$ cat src/rtl/dmem_access_ctrl.sv
// MEM-stage load/store sequencer for a handshaked, variable-latency data memory.
// Optional request timeout/abort is enabled by defining DMEM_TIMEOUT_EN.
module dmem_access_ctrl #(
  parameter int unsigned ADDR_W         = 32,
  parameter int unsigned DATA_W         = 32,
  parameter int unsigned TIMEOUT_CYCLES = 16
) (
  input  logic              clk,
  input  logic              reset,
  // EX/MEM side
  input  logic              ex_valid,
  input  logic              ex_mem_rd,
  input  logic              ex_mem_wr,
  input  logic [ADDR_W-1:0] ex_addr,
  input  logic [DATA_W-1:0] ex_wdata,
  // data memory side
  output logic              dm_req,
  output logic              dm_we,
  output logic [ADDR_W-1:0] dm_addr,
  output logic [DATA_W-1:0] dm_wdata,
  input  logic              dm_gnt,
  input  logic              dm_rvalid,
  input  logic [DATA_W-1:0] dm_rdata,
  // pipeline control
  output logic              stall,
  output logic              wb_load_en,
  output logic [DATA_W-1:0] rdata_q,
  output logic              dm_err
);

  localparam logic [1:0] StIdle = 2'd0;
  localparam logic [1:0] StReq  = 2'd1;
  localparam logic [1:0] StWait = 2'd2;
  localparam logic [1:0] StDone = 2'd3;

  if (TIMEOUT_CYCLES == 0) begin : g_bad_timeout
    $error("dmem_access_ctrl: TIMEOUT_CYCLES must be at least 1");
  end

  logic [1:0]        state_q, state_d;
  logic              req_q, req_d;
  logic              we_q, we_d;
  logic [ADDR_W-1:0] addr_q, addr_d;
  logic [DATA_W-1:0] wdata_q, wdata_d;
  logic [DATA_W-1:0] rdata_d;
  logic              access;
  logic              timeout;

  assign access = ex_valid & (ex_mem_rd | ex_mem_wr);

`ifdef DMEM_TIMEOUT_EN
  localparam int unsigned CntW = $clog2(TIMEOUT_CYCLES + 1);
  localparam logic [CntW-1:0] CntMax = CntW'(TIMEOUT_CYCLES);

  logic [CntW-1:0] cnt_q, cnt_d;
  logic            err_d, err_q;

  // Saturating count so a late grant that moves REQ->WAIT still times out in WAIT.
  always_comb begin
    cnt_d = cnt_q;
    if (state_q == StIdle) begin
      cnt_d = '0;
    end else if ((state_q == StReq || state_q == StWait) && cnt_q != CntMax) begin
      cnt_d = cnt_q + CntW'(1);
    end
  end

  assign timeout = (state_q == StReq || state_q == StWait) && (cnt_d == CntMax);
  assign err_d   = timeout & (((state_q == StReq) & ~dm_gnt) |
                              ((state_q == StWait) & ~dm_rvalid));

  always_ff @(posedge clk) begin
    if (reset) begin
      cnt_q <= '0;
      err_q <= 1'b0;
    end else begin
      cnt_q <= cnt_d;
      err_q <= err_d;
    end
  end

  assign dm_err = err_q;
`else
  assign timeout = 1'b0;
  assign dm_err  = 1'b0;
`endif

  always_comb begin
    state_d    = state_q;
    req_d      = req_q;
    we_d       = we_q;
    addr_d     = addr_q;
    wdata_d    = wdata_q;
    rdata_d    = rdata_q;
    stall      = 1'b0;
    wb_load_en = 1'b0;
    unique case (state_q)
      StIdle: begin
        if (access) begin
          stall   = 1'b1;
          state_d = StReq;
          req_d   = 1'b1;
          we_d    = ex_mem_wr;  // rd and wr together behave as a store
          addr_d  = ex_addr;
          wdata_d = ex_wdata;
        end else begin
          wb_load_en = 1'b1;
        end
      end
      StReq: begin
        stall = 1'b1;
        if (dm_gnt) begin
          req_d = 1'b0;
          if (we_q) begin
            state_d = StDone;
          end else if (dm_rvalid) begin
            state_d = StDone;
            rdata_d = dm_rdata;
          end else begin
            state_d = StWait;
          end
        end else if (timeout) begin
          req_d   = 1'b0;
          rdata_d = '0;
          state_d = StDone;
        end
      end
      StWait: begin
        stall = 1'b1;
        if (dm_rvalid) begin
          rdata_d = dm_rdata;
          state_d = StDone;
        end else if (timeout) begin
          rdata_d = '0;
          state_d = StDone;
        end
      end
      StDone: begin
        // MEM/WB captures here; the next access is only evaluated back in IDLE.
        wb_load_en = 1'b1;
        state_d    = StIdle;
      end
      default: begin
        state_d = StIdle;
      end
    endcase
  end

  always_ff @(posedge clk) begin
    if (reset) begin
      state_q <= StIdle;
      req_q   <= 1'b0;
      we_q    <= 1'b0;
      addr_q  <= '0;
      wdata_q <= '0;
      rdata_q <= '0;
    end else begin
      state_q <= state_d;
      req_q   <= req_d;
      we_q    <= we_d;
      addr_q  <= addr_d;
      wdata_q <= wdata_d;
      rdata_q <= rdata_d;
    end
  end

  assign dm_req   = req_q;
  assign dm_we    = we_q;
  assign dm_addr  = addr_q;
  assign dm_wdata = wdata_q;

endmodule

$ cat config.mk
export PLATFORM = sky130hd
export DESIGN_NAME = dmem_access_ctrl
export DESIGN_NICKNAME = d
export VERILOG_FILES = /design/src/rtl/dmem_access_ctrl.sv
export SDC_FILE = /design/constraint.sdc
export NUM_CORES = 1
export LEC_CHECK = 0
export BUFFER_PORTS_ARGS = -buffer_cell sky130_fd_sc_hd__buf_2
export CORE_MARGIN = 2
export CORE_UTILIZATION = 45
export CTS_CLUSTER_DIAMETER = 50
export DETAILED_ROUTE_END_ITERATION = 16
export PLACE_DENSITY_LB_ADDON = 0.05
export SYNTH_ARGS = -nofsm -noshare
export SYNTH_HDL_FRONTEND = slang
export SYNTH_SLANG_ARGS = --single-unit
$ cat constraint.sdc
create_clock -name clk -period 2.3 [get_ports clk]
set_input_delay 0.46 -clock clk [delete_from_list [all_inputs] [get_ports clk]]
set_output_delay 0.46 -clock clk [all_outputs]
set_load 0.005 [all_outputs]
==> impl_metrics.env, run 1 <==
export IMPL_power_leakage_uw=0.00247
export IMPL_antenna_found_initial=0
export IMPL_final_cell_area_um2=5290
export IMPL_grt_max_degree=66
export IMPL_crit_slowest_cell="dfxtp_1"
export IMPL_finalSetupTns_ns=0
export IMPL_outcome="complete, no violations"
export IMPL_htree_levels=3
export IMPL_start_util_pct=46.1
export IMPL_firstDrtPassIters=4
export IMPL_core_area_um2=8640
export IMPL_clock_sinks=100
export IMPL_diodes=0
export IMPL_end_kind="output pin"
export IMPL_cts_resized=0
export IMPL_synth_most_common_cell="nand2_1"
export IMPL_post_route_min_period_ns=2.07
export IMPL_post_drt_wl_per_cell_um=12.4
export IMPL_period_share_pct=90.0
export IMPL_maxCapViolations=0
export IMPL_critPathLaunchType="flop"
export IMPL_cts_root_buf="clkbuf_8"
export IMPL_synth_top_flop_cell="dfxtp_1"
export IMPL_drtIter0Drc=98
export IMPL_yosysUniqueCellTypes=24
export IMPL_final_hold_violation_count=0
export IMPL_path_clk_slew_ns=0.10
export IMPL_syn_area_per_cell_um2=8.66
export IMPL_rrSetupSlack_ns=0.51
export IMPL_p_per_area_nw_per_um2=909
export IMPL_yosysTopAreaCell="dfxtp_1"
export IMPL_slowest_delay_ns=0.38
export IMPL_place_hpwl_um=6700
export IMPL_die_h_um=98.1
export IMPL_worstSetupPathType="reg -> out"
export IMPL_setup_violations=0
export IMPL_synthTopCellsByCount="nand2_1 (130), dfxtp_1 (100), nand2b_1 (69), a21oi_1 (66), mux2i_1 (34)"
export IMPL_num_rows=34
export IMPL_hp_class="in -> reg"
export IMPL_drc=0
export IMPL_die_x_um=98.1
export IMPL_io_pins=204
export IMPL_syn_to_final_growth_pct=32.8
export IMPL_synthArstFlopShare_pct=0
export IMPL_drive_gt1_share_pct=35.0
export IMPL_yosysSeqAreaShare_pct=50.3
export IMPL_ys_ff_latch=100
export IMPL_critPathMaxFanout=6
export IMPL_synth_warning_count=0
export IMPL_grt_overflow_total=0
export IMPL_layout_nets=756
export IMPL_routed_via_count=3575
export IMPL_hold_ws_ns=0.332
export IMPL_ant_nets=0
export IMPL_yosys_top_cells_area="dfxtp_1 (50%), nand2_1 (12%), nand2b_1 (11%), mux2i_1 (8.5%), a21oi_1 (8.3%)"
export IMPL_worstPathCellList="inv_1, ha_1, o211a_2, nor2_1, nor2_1, buf_2"
export IMPL_arrival_ns=1.61
export IMPL_rsz0062_at_grt="no"
export IMPL_cts_tree="yes"
export IMPL_timing_fmax_mhz=483
export IMPL_skew_ns=0.0109
export IMPL_numPortBuffers=202
export IMPL_die_area_um2=9620
export IMPL_syn_nets=569
export IMPL_syn_area_um2=3980
export IMPL_irDropWorstVdd_uv=447
export IMPL_final_util_pct=61.2
export IMPL_synth_top_cell_area_share_pct=50.3
export IMPL_grt_pass1_vias=3365
export IMPL_gr_usage_all_layers_pct=19.5
export IMPL_clk_latency_ns=0.35
export IMPL_place_area_um2=5040
export IMPL_cts_inserted_buffers=9
export IMPL_post_cts_buffers=0
export IMPL_cts_hold_buf=0
export IMPL_synth_edff_count=0
export IMPL_grt_pass1_wl_um=15500
export IMPL_finalMaxSlewViolations=0
export IMPL_netlist_instances=460
export IMPL_place_congestion=0.764
export IMPL_routed_wl_um=9390
export IMPL_clock_path_buffers=2
export IMPL_critPathMostFrequentCell="nor2_1"
export IMPL_routed_via_density=4.71
export IMPL_required_ns=1.84
==> registers in the layout, indices dropped and copies added, names as in the netlist <==
signal	count
dm_we	1
dm_req	1
dm_wdata	32
dm_addr	32
state_q	2
rdata_q	32
==> metal layers <==
layer / vias to the layer above / routed length, um / global-route usage [%]
li1: 1841 / - / -
met1: 1594 / 4070 / 23.9
met2: 126 / 4390 / 32.4
met3: 14 / 774 / 7.09
met4: 0 / 152 / 5.24
met5: - / 0 / 0
==> final cells by class <==
cell class / instances / area [um^2]
clock inverter: 5 / 108
tap: 108 / 135
clock buffer: 10 / 138
multi-input combinational: 321 / 1780
timing repair buffer: 209 / 1100
sequential: 100 / 2000
inverter: 6 / 22.5
fill: 793 / 3350
==> worst paths after layout <==
kind                      from            to  depth (start not counted)
setup / recovery    state_q[0]         stall                          6
hold / removal      ex_addr[3]    dm_addr[3]                          3
setup reg to reg    state_q[0]    state_q[0]                          4
hold reg to reg   dm_wdata[15]  dm_wdata[15]                          2
==> through the flow <==
| stage | power (uW) | instances | setup WS (ns) |
|---|---|---|---|
| 2_1_floorplan | 3010 | 460 | 0.568 |
| 3_3_place_gp | 3480 | 744 | 0.650 |
| 3_5_place_dp | 3520 | 744 | 0.526 |
| 4_1_cts | 4870 | 759 | 0.205 |
| 5_1_grt | 5140 | 759 | 0.0928 |
| 6_report | 4810 | 759 | 0.231 |
==> worst max-delay path: cells and delay by family, from the launching register on <==
kind | cells | cell delay (ns)
flip-flops | 1 | 0.38
adder cells (fa/ha/maj) | 1 | 0.26
AO/OA/AOI/OAI | 1 | 0.22
buffers and inverters | 2 | 0.27
AND/OR/NAND/NOR | 2 | 0.12
==> kinds of logic after synthesis <==
| family | count (synthesis) | share of synthesized area, % |
|---|---|---|
| other | 1 | 0.0942 |
| adder cells (fa/ha/maj) | 6 | 1.89 |
| AO/OA/AOI/OAI | 75 | 10.1 |
| buffers and inverters | 39 | 5.19 |
| multiplexers | 35 | 8.83 |
| flip-flops | 100 | 50.3 |
| AND/OR/NAND/NOR | 204 | 23.7 |
==> layout by cell type (no fill, tap or decap), types with 2 or more instances in the layout <==
| cell type | count |
|---|---|
| mux2i_1 | 34 |
| o211ai_1 | 2 |
| clkbuf_8 | 10 |
| nand2b_1 | 69 |
| buf_12 | 3 |
| bufinv_16 | 3 |
| a21oi_1 | 66 |
| inv_1 | 6 |
| buf_4 | 5 |
| nor2_1 | 4 |
| dfxtp_1 | 100 |
| ha_1 | 6 |
| nand2_1 | 130 |
| buf_2 | 201 |
==> power breakdown <==
part           total (uW)  internal (uW)  switching, uW
combinational        1330            609            719
clock                1340            753            591
sequential           2140           2000            139
Note: power is estimated with default switching activity, not from simulation.
==> run 2, diff against run 1 <==
==> constraint.sdc (replaced) <==
create_clock -name clk -period 2.3 [get_ports clk]
set_input_delay 0.46 -clock clk [delete_from_list [all_inputs] [get_ports clk]]
set_output_delay 0.46 -clock clk [all_outputs]
set_load 0.02 [all_outputs]
==> run 2 against run 1 <==
Against the previous run:
- clock-buffer cell count did not move
- cell count rose by 0.13%
- utilization fell by 0.42 points
- hold slack got worse by 0.0088 ns
- non-clock buffer count did not move
- die area did not move
- critical endpoint unchanged
- largest cell class unchanged
==> impl_metrics.env, run 2 (same netlist as run 1, synthesis figures left out) <==
export IMPL_skew_ns=0.00741
export IMPL_syn_to_final_growth_pct=31.9
export IMPL_ant_nets=0
export IMPL_place_congestion=0.821
export IMPL_p_per_area_nw_per_um2=944
export IMPL_diodes=0
export IMPL_drtIter0Drc=122
export IMPL_end_kind="output pin"
export IMPL_critPathLaunchType="flop"
export IMPL_firstDrtPassIters=5
export IMPL_path_clk_slew_ns=0.10
export IMPL_maxCapViolations=0
export IMPL_critPathMostFrequentCell="nor2_1"
export IMPL_htree_levels=3
export IMPL_routed_via_count=3575
export IMPL_antenna_found_initial=0
export IMPL_fill_cells=807
export IMPL_grt_pass1_vias=3355
export IMPL_final_util_pct=60.8
export IMPL_rrSetupSlack_ns=0.49
export IMPL_cts_inserted_buffers=9
export IMPL_clk_latency_ns=0.36
export IMPL_die_area_um2=9620
export IMPL_min_delay_path_depth=3
export IMPL_post_drt_wl_per_cell_um=12.5
export IMPL_gr_usage_all_layers_pct=19.6
export IMPL_die_x_um=98.1
export IMPL_routed_via_density=4.70
export IMPL_grt_pass1_wl_um=15600
export IMPL_power_uw=4960
export IMPL_grt_max_degree=66
export IMPL_irDropWorstVdd_uv=586
export IMPL_r2r_cells=4
export IMPL_worstPathCellList="inv_1, ha_1, o211a_2, nor2_1, nor2_1, buf_2"
export IMPL_cts_resized=0
export IMPL_core_area_um2=8640
export IMPL_final_cell_mix="buf_2 (201), nand2_1 (130), dfxtp_1 (100), nand2b_1 (69), a21oi_1 (66)"
export IMPL_finalMaxSlewViolations=0
export IMPL_layout_nets=756
export IMPL_cts_hold_buf=0
export IMPL_place_hpwl_um=6770
export IMPL_drive_gt1_share_pct=35.1
export IMPL_post_cts_buffers=0
export IMPL_finalSetupTns_ns=0
export IMPL_grt_overflow_total=0
export IMPL_die_h_um=98.1
export IMPL_clock_sinks=100
export IMPL_setup_violations=0
export IMPL_rsz0062_at_grt="no"
export IMPL_drc=0
export IMPL_numPortBuffers=202
export IMPL_routed_wl_um=9500
export IMPL_final_hold_violation_count=0
export IMPL_critPathMaxFanout=6
export IMPL_final_common_cell="buf_2"
export IMPL_slowest_delay_ns=0.38
export IMPL_cts_tree="yes"
export IMPL_start_util_pct=46.1
export IMPL_cts_root_buf="clkbuf_8"
export IMPL_outcome="complete, no violations"
export IMPL_required_ns=1.84
export IMPL_clock_path_buffers=2
export IMPL_timing_fmax_mhz=462
export IMPL_power_leakage_uw=0.00245
export IMPL_worstSetupPathType="reg -> out"
export IMPL_crit_slowest_cell="dfxtp_1"
export IMPL_io_pins=204
export IMPL_arrival_ns=1.70
export IMPL_post_route_min_period_ns=2.16
export IMPL_hp_class="in -> reg"
export IMPL_period_share_pct=94.1
export IMPL_num_rows=34
[run 2: power by group]
part	internal (uW)	switching [uW]
clock network	545	624
logic	616	1040
registers	2000	136
total	3160	1800
[run 2: layout make-up]
| class | instances | area, um^2 | share of cell area [%] |
|---|---|---|---|
| Clock inverter | 6 | 71.3 | 1.36 |
| Timing Repair Buffer | 209 | 1100 | 21.0 |
| Tap cell | 108 | 135 | 2.57 |
| Clock buffer | 10 | 138 | 2.62 |
| Inverter | 6 | 22.5 | 0.429 |
| Sequential cell | 100 | 2000 | 38.1 |
| Multi-Input combinational cell | 321 | 1780 | 33.9 |
[run 2: metrics by stage]
stage                     hold slack, ns  cells  area (um^2)  setup slack, ns
after global placement             0.439    744         5040            0.619
after detailed placement           0.443    744         5040            0.495
final                              0.323    760         5250            0.135
after global routing               0.305    760         5250           0.0165
after CTS                          0.304    760         5250            0.119
after floorplan                    0.509    460         3980            0.384
[run 2: worst paths after layout]
kind / start / end
setup reg to reg: state_q[1] / state_q[0]
setup / recovery: state_q[0] / stall
hold / removal: ex_addr[6] / dm_addr[6]
hold reg to reg: dm_wdata[15] / dm_wdata[15]
[run 2: layer usage]
| layer | GRT usage, % | up-vias | part of all wire [%] |
|---|---|---|---|
| met1 | 24.4 | 1598 | 43 |
| met4 | 6.84 | 0 | 1.3 |
| met5 | 0 | - | 0 |
| li1 | - | 1846 | - |
| met3 | 5.37 | 10 | 7.7 |
| met2 | 32.9 | 121 | 48 |
[run 2: critical path: cells and delay by family (launching register included)]
kind,cells,cell delay [ns]
DFF,1,0.38
AOI/OAI and AO/OA,1,0.24
adders and majority gates,1,0.28
buffers and inverters,2,0.32
and+or+nand+nor,2,0.12
==> run 3, diff against run 2 <==
--- a/config.mk
+++ b/config.mk
@@ -5,9 +5,11 @@
 export SDC_FILE = /design/constraint.sdc
 export NUM_CORES = 1
 export LEC_CHECK = 0
+export ABC_AREA = 1
 export BUFFER_PORTS_ARGS = -buffer_cell sky130_fd_sc_hd__buf_2
 export CORE_MARGIN = 2
-export CORE_UTILIZATION = 45
+export CORE_UTILIZATION = 46
+export CTS_BUF_LIST = sky130_fd_sc_hd__clkbuf_8
 export CTS_CLUSTER_DIAMETER = 50
 export DETAILED_ROUTE_END_ITERATION = 16
 export PLACE_DENSITY_LB_ADDON = 0.05
==> run 3 against run 2 <==
Against the previous run:
- sequential cell count stayed put
- clock skew is 0.012 ns higher
- sequential share of layout area up 2.8 points
- critical path depth up 1
- die area down 8.2%
- fmax increased by 1.9%
- final area is 6.9% lower
- wire length increased by 2.7%
- cell count rose by 0.53%
- register-to-register slack is essentially flat
- hold slack lost 0.0040 ns
- critical path type unchanged
- largest cell class unchanged
- highest routed layer unchanged
==> impl_metrics.env, run 3 <==
export IMPL_outcome="complete, no violations"
export IMPL_drive_gt1_share_pct=36.3
export IMPL_clock_path_buffers=2
export IMPL_worstHoldEndpoint="dm_wdata[7]"
export IMPL_r2r_cells=7
export IMPL_final_common_cell="buf_2"
export IMPL_cts_resized=0
export IMPL_rrSetupSlack_ns=0.50
export IMPL_syn_area_per_cell_um2=7.92
export IMPL_yosys_top_cells_area="dfxtp_1 (54%), nor2_1 (19%), o21ai_0 (12%), buf_6 (2.7%), ha_1 (2.0%)"
export IMPL_final_cell_mix="buf_2 (202), nor2_1 (188), dfxtp_1 (100), o21ai_0 (89), nand2_1 (16)"
export IMPL_cts_inserted_buffers=9
export IMPL_ant_nets=0
export IMPL_rr_startpoint="state_q[1]"
export IMPL_die_area_um2=8830
export IMPL_rsz0062_at_grt="no"
export IMPL_synthTopCellsByCount="nor2_1 (188), dfxtp_1 (100), o21ai_0 (89), nand2_1 (16)"
export IMPL_path_clk_slew_ns=0.11
export IMPL_grt_max_degree=67
export IMPL_htree_levels=3
export IMPL_io_pins=204
export IMPL_synthArstFlopShare_pct=0
export IMPL_worstReg2RegEnd="rdata_q[11]"
export IMPL_required_ns=1.84
export IMPL_instances_no_fill=764
export IMPL_startpoint="state_q[0]"
export IMPL_ys_ff_latch=100
export IMPL_synth_top_cell_area_share_pct=53.8
export IMPL_synth_top_flop_cell="dfxtp_1"
export IMPL_critPathLaunchType="flop"
export IMPL_min_delay_path_depth=3
export IMPL_setup_slack_ns=0.176
export IMPL_grt_pass1_wl_um=15400
export IMPL_die_x_um=94.0
export IMPL_finalMaxSlewViolations=0
export IMPL_synth_most_common_cell="nor2_1"
export IMPL_final_hold_violation_count=0
export IMPL_fill_cells=728
export IMPL_firstDrtPassIters=4
export IMPL_grt_pass1_vias=3265
export IMPL_drc=0
export IMPL_routed_wl_um=9760
export IMPL_final_util_pct=63.0
export IMPL_grt_overflow_total=0
export IMPL_hp_class="in -> reg"
export IMPL_die_h_um=94.0
export IMPL_p_per_area_nw_per_um2=1160
export IMPL_place_hpwl_um=6740
export IMPL_routed_via_count=3645
export IMPL_cts_tree="yes"
export IMPL_synth_warning_count=0
export IMPL_maxCapViolations=0
export IMPL_clock_sinks=100
export IMPL_power_uw=5660
export IMPL_finalSetupTns_ns=0
export IMPL_arrival_ns=1.66
export IMPL_drtIter0Drc=165
export IMPL_hp_start="ex_wdata[7]"
export IMPL_core_area_um2=7770
export IMPL_syn_nets=579
export IMPL_num_rows=32
export IMPL_routed_via_density=4.77
export IMPL_gr_usage_all_layers_pct=21.8
export IMPL_critPathMaxFanout=5
export IMPL_cts_hold_buf=0
export IMPL_clk_latency_ns=0.36
export IMPL_irDropWorstVdd_uv=991
export IMPL_setup_violations=0
export IMPL_netlist_instances=470
export IMPL_synth_edff_count=0
export IMPL_layout_nets=766
export IMPL_yosysTopAreaCell="dfxtp_1"
export IMPL_end_kind="output pin"
export IMPL_period_share_pct=92.3
export IMPL_dp_worst_setup_slack_ns=0.505
export IMPL_post_drt_wl_per_cell_um=12.8
export IMPL_yosysUniqueCellTypes=24
export IMPL_syn_area_um2=3720
export IMPL_dp_cells=748
export IMPL_numPortBuffers=202
export IMPL_skew_ns=0.0190
export IMPL_tightest_slew_ns=0.574
export IMPL_worstSetupPathType="reg -> out"
export IMPL_antenna_found_initial=0
export IMPL_diodes=0
export IMPL_cts_root_buf="clkbuf_8"
export IMPL_power_leakage_uw=0.00254
export IMPL_post_cts_buffers=0
export IMPL_slew_headroom_pct=61.7
export IMPL_yosysSeqAreaShare_pct=53.8
export IMPL_timing_fmax_mhz=471
export IMPL_place_congestion=0.779
export IMPL_syn_to_final_growth_pct=31.3
export IMPL_post_route_min_period_ns=2.12
export IMPL_start_util_pct=47.9
run 3: changes by cell type after synthesis, moves of 9 or more:
cell and change:
o21ai_0 +88, nand2b_1 -69, a21oi_1 -61, nor2_2 +9, mux2i_1 -34, nor2_1 +184, nand2_1 -114
run 3: per-layer routing:
layer | track usage (%) | vias up | share of wire (%)
li1 | - | 1861 | -
met1 | 27.4 | 1608 | 42
met2 | 35.5 | 156 | 47
met3 | 5.30 | 20 | 8.6
met4 | 9.54 | 0 | 2.5
met5 | 0 | - | 0
run 3: critical path, cell delays in order (launching register included):
cell	delay, ns
dfxtp_1	0.37
inv_1	0.15
ha_1	0.20
inv_1	0.08
nor2_4	0.14
inv_4	0.05
a21oi_1	0.14
buf_2	0.19
run 3: report_power, final:
part	switching (uW)	internal (uW)	total, uW
Combinational	1480	714	2190
Clock	615	511	1130
Sequential	197	2150	2340
run 3: per-stage QoR:
| step | hold slack [ns] | cell area [um^2] |
|---|---|---|
| finish | 0.319 | 4890 |
| global route | 0.306 | 4890 |
| CTS | 0.304 | 4890 |
| detailed placement | 0.462 | 4690 |
| global placement | 0.458 | 4690 |
| floorplan | 0.529 | 3720 |
run 3: logic make-up after synthesis:
family | synth area share [%]
other | 0.101
buffers and inverters | 7.12
and+or+nand+nor | 23.0
adders and majority gates | 2.02
AOI/OAI and AO/OA | 14.0
DFF | 53.8
run 3: cell type report:
cell class	count	area, um^2	area share (%)
timing repair buffer	207	1060	21.7
tap	102	128	2.61
clock buffer	9	124	2.53
inverter	11	43.8	0.896
clock inverter	7	75.1	1.54
multi-input combinational	328	1460	29.8
sequential	100	2000	40.9
run 3: how the worst max path moves through the flow:
stage	cells after the start	endpoint	slack, ns
final	7	stall	0.18
after global routing	7	stall	0.03
after CTS	7	stall	0.15
after detailed placement	7	rdata_q[11]	0.51
after global placement	7	dm_we	0.58
after floorplan	8	stall	0.33
